`src/rtl/serial_add_ctrl.sv`:
```
// Bit-serial adder controller: one full-adder cell (two half adders + OR)
// adds two N-bit operands LSB first, one bit per clock, with start/done handshake.

module half_adder (
    input  logic x,
    input  logic y,
    output logic s,
    output logic c
);
    assign s = x ^ y;
    assign c = x & y;
endmodule

module serial_add_ctrl #(
    parameter int N = 4
) (
    input  logic         clk,
    input  logic         rst_n,
    input  logic         start,
    input  logic [N-1:0] a,
    input  logic [N-1:0] b,
    input  logic         cin,
    output logic         busy,
    output logic         done,
    output logic [N-1:0] sum,
    output logic         cout
);
    localparam int CW = $clog2(N + 1);

    typedef enum logic [1:0] {IDLE, ADD, DONE} state_t;

    state_t         state, state_next;
    logic [N-1:0]   ra, rb, rs, rs_next;
    logic           c;
    logic [CW-1:0]  cnt;
    logic           p, g1, s, g2, carry_next, last;

    half_adder u_ha0 (.x(ra[0]), .y(rb[0]), .s(p), .c(g1));
    half_adder u_ha1 (.x(p),     .y(c),     .s(s), .c(g2));

    assign carry_next = g1 | g2;
    // New sum bit enters at the MSB; after N shifts bit 0 of the sum sits at rs[0].
    assign rs_next    = N'({s, rs} >> 1);
    assign last       = (cnt == CW'(N - 1));

    always_ff @(posedge clk or negedge rst_n) begin
        if (!rst_n) begin
            state <= IDLE;
        end else begin
            state <= state_next;
        end
    end

    always_comb begin
        state_next = state;
        case (state)
            IDLE:    if (start) state_next = ADD;
            ADD:     if (last)  state_next = DONE;
            DONE:    state_next = IDLE;
            default: state_next = IDLE;
        endcase
    end

    always_ff @(posedge clk or negedge rst_n) begin
        if (!rst_n) begin
            ra   <= '0;
            rb   <= '0;
            rs   <= '0;
            c    <= 1'b0;
            cnt  <= '0;
            sum  <= '0;
            cout <= 1'b0;
        end else begin
            case (state)
                IDLE: begin
                    if (start) begin
                        ra  <= a;
                        rb  <= b;
                        c   <= cin;
                        cnt <= '0;
                        rs  <= '0;
                    end
                end
                ADD: begin
                    ra  <= ra >> 1;
                    rb  <= rb >> 1;
                    c   <= carry_next;
                    rs  <= rs_next;
                    cnt <= cnt + CW'(1);
                    if (last) begin
                        sum  <= rs_next;
                        cout <= carry_next;
                    end
                end
                default: ;
            endcase
        end
    end

    assign busy = (state == ADD);
    assign done = (state == DONE);

endmodule
```
`config.mk`:
```
export PLATFORM = sky130hd
export DESIGN_NAME = serial_add_ctrl
export DESIGN_NICKNAME = d
export VERILOG_FILES = /design/src/rtl/serial_add_ctrl.sv
export SDC_FILE = /design/constraint.sdc
export NUM_CORES = 1
export LEC_CHECK = 0
export BUFFER_PORTS_ARGS = -buffer_cell sky130_fd_sc_hd__buf_2
export CORE_MARGIN = 2
export CORE_UTILIZATION = 40
export DETAILED_ROUTE_END_ITERATION = 10
export PLACE_DENSITY = 0.68
export RECOVER_POWER = 100
export SYNTH_ARGS = -nofsm -noshare
export SYNTH_HDL_FRONTEND = slang
export SYNTH_HIERARCHICAL = 1
export SYNTH_SLANG_ARGS = --single-unit
```
`constraint.sdc`:
```
create_clock -name clk -period 1.7 [get_ports clk]
set_input_delay 0.17 -clock clk [delete_from_list [all_inputs] [get_ports clk]]
set_output_delay 0.17 -clock clk [all_outputs]
set_load 0.01 [all_outputs]
```
==> summary.md <==
| Metric | Value |
|---|---|
| Cell breakdown of the critical path | `ha_1 -> ha_1 -> nand3b_1 -> mux2_4` |
| Most common cell after layout, fill and taps aside | `dfrtp_1` |
| Die W | `55.02 um` |
| Initial Utilization | `0.4202` |
| IO Port Bufs | `18` |
| WL/cell | `14.93 um` |
| Number of max-cap violations | `0` |
| Pwr per Cell Area | `1791 mW/mm^2` |
| WP data required | `1.90 ns` |
| Setup CP Type | `register to register` |
| Root Buffer | `clkbuf_4` |
| CP Launch Type | `register` |
| Drt drc | `0` |
| Seq/Total Area, Yosys | `0.5288` |
| Top Family by Delay on Critical Path | `flip-flops` |
| Slowest CP cell | `dfrtp_1` |
| Netlist cell types | `23` |
| Post-synthesis compound-gate area fraction | `0.1827` |
| Total number of vias | `698` |
| Period utilisation layout | `0.9242` |
| Setup repair bufs after CTS | `0` |
| P_leak | `0.5649 nW` |
| WHS | `0.08461 ns` |
| Worst vdd ir | `1.254 mV` |
| Area Overhead vs Synth | `11.06%` |
| Final hold viol count | `0` |
| Fill cells | `246` |
| Post-DP HPWL | `1398 um` |
| Post-Syn Instances | `86` |
| Count of state elements after synthesis | `22` |
| Worst slew pin tran | `0.7989 ns` |
| CP most frequent cell | `ha_1` |
| YS warnings | `6` |
| Post-Synth Adder-Cell Area | `0.04808` |
| Maximum number of pins on one net before global-route repair | `23` |
| Final setup violation count | `0` |
| Drt pass-1 iters | `4` |
| Clk pin slew, worst setup/hold paths | `0.13 ns` |
| Core Area | `0.002477 sq mm` |
| Detail Route Antenna Nets | `0` |
| GRT Resource Usage Total | `0.1472` |
| Core Rows | `18` |
| 1st-iter DRT viols | `7` |
| Mapped Avg Cell Area | `12.10 sq um` |
| Die height | `55.02 um` |
| Status | `completed` |
| Mux share of post-synthesis cell area | `0.05769` |
| Hold Path Class | `input port to register` |
| Io pins | `19` |
| Sink Count | `22` |
| Hold path cells | `3` |
| Post-Synth Simple-Gate Area | `0.1286` |
| Setup Skew | `0.01644 ns` |
| CTS tree | `built` |
| CP bufs+invs | `0` |
| CP Depth | `4` |
| Crit path capture type | `register` |
| TNS Setup | `0 ns` |
| Commonest cells after routing, fill and taps aside | `dfrtp_1 (21), nand2_1 (13), buf_2 (11)` |
| R2R cell count | `4` |
| Clk buf depth | `2` |
| Top cell type by total area after synthesis | `dfrtp_1` |
| Max Slew Vio Count | `0` |
| Max FO, Critical Path | `7` |
| Number of buffers created by CTS | `3` |
| Fin nets | `122` |
| Wire length of the first global-routing pass | `3098 um` |
| RSZ-0062 raised after global routing | `no` |
| Vias in the first global route | `627` |
| Clk_lat worst skew | `0.31 ns` |
| Synth Net Count | `102` |
| Leading post-synthesis cells by cell area | `dfrtp_1 (53%), mux2_4 (5.8%), a32oi_1 (5.0%)` |
| Final wirelength | `2016 um` |
| Main combinational cell family by area after synthesis | `compound AO/OA/AOI/OAI gates` |
| H-Tree Depth | `1` |
| Post-synthesis cell area | `0.001041 sq mm` |
| GP Congestion | `0.7637` |
| Share of the synthesized area in the top cell type | `0.5288` |
| Grt ovf | `0` |
| Slew headroom | `0.4663` |
| Post-layout minimum cycle time | `1.571 ns` |
| Share of cells above drive strength 1 | `0.2095` |
| Xor/xnor share of the synthesized area | `0` |
| Highest clock rate | `636.5 MHz` |
| Crit path largest cell delay | `0.41 ns` |
| Initial antenna violation count | `0` |
| Inserted Diodes | `0` |
| WP data arrival | `1.77 ns` |
| Die ar. | `0.003027 sq mm` |
| Via/cell ratio | `5.170` |
[report_power, final]
part / switching (W) / internal [W]
Combinational: 0.000401 / 0.000341
Clock: 0.000159 / 0.000238
Sequential: 0.000192 / 0.000740
[logic make-up after synthesis]
family,after synthesis
buffers and inverters,8
DFF,22
and+or+nand+nor,24
adders and majority gates,4
muxes,4
AOI/OAI and AO/OA,24
[worst paths after layout]
kind / from / endpoint / slack [ns]
max reg2reg: cnt[0]$_DFFE_PN0P_ / sum[0]$_DFFE_PN0P_ / 0.13
max: cnt[0]$_DFFE_PN0P_ / sum[0]$_DFFE_PN0P_ / 0.13
min in group asynchronous: rst_n / rb[3]$_DFFE_PN0P_ / 0.33
min: b[1] / rb[1]$_DFFE_PN0P_ / 0.08
min reg2reg: cnt[2]$_DFFE_PN0P_ / cnt[2]$_DFFE_PN0P_ / 0.50
max in group asynchronous: rst_n / state[1]$_DFFE_PN0P_ / 0.99
[stage by stage]
step	utilization	area, sq um	total power, W	cells	setup slack (ns)
floorplan	-	1041	0.001550	86	0.3774
global placement	0.4551	1127	0.001710	130	0.3519
detailed placement	0.4551	1127	0.001741	130	0.2979
CTS	0.4803	1190	0.002151	135	0.06030
global route	0.4667	1156	0.002227	135	0.04248
finish	0.4667	1156	0.002071	135	0.1288
[area by class of cell]
type | instances | area (sq um) | area share
Tap cell | 30 | 37.54 | 0.03247
Multi-Input combinational cell | 56 | 407.9 | 0.3528
Timing Repair Buffer | 19 | 91.34 | 0.07900
Clock buffer | 3 | 22.52 | 0.01948
Inverter | 4 | 15.01 | 0.01299
Clock inverter | 1 | 30.03 | 0.02597
Sequential cell | 22 | 551.8 | 0.4773
[timing repair]
item | 4_1_cts | 5_1_grt
endpoints found under the hold margin | 22 | 0
hold buffers | 1 | 0
endpoints found under the setup margin | 0 | 1
resized for setup | 0 | 2
[state kept, by name (all words and copies together) (netlist names)]
register	flops
ra	4
rb	4
state	2
cout	1
sum	4
cnt	3
rs	3
c	1
[routing by layer]
metal / track usage / share of wire
met5: 0 / 0
met2: 0.2044 / 0.41
met4: 0.02439 / 0
met3: 0.04839 / 0.062
met1: 0.2257 / 0.53
[synth_stat cells]
cell type   n
a21oi_1     2
a22o_1      4
a22oi_1     4
a31oi_1     1
a32o_1      1
a32oi_1     6
and2b_4     1
buf_4       1
buf_6       3
dfrtp_1    22
ha_1        4
inv_1       3
inv_2       1
mux2_4      4
nand2_1    13
nand2b_4    1
nand3b_4    1
nor2_1      4
nor2b_1     3
nor3b_1     1
o211ai_1    1
o21ai_0     4
o21bai_4    1
[tightest hold or removal path, stage by stage]
cell and delay (ns):
buf_2 0.08, a32oi_1 0.07, nand2_1 0.06
No activity file was read; power rests on OpenSTA's default activity.
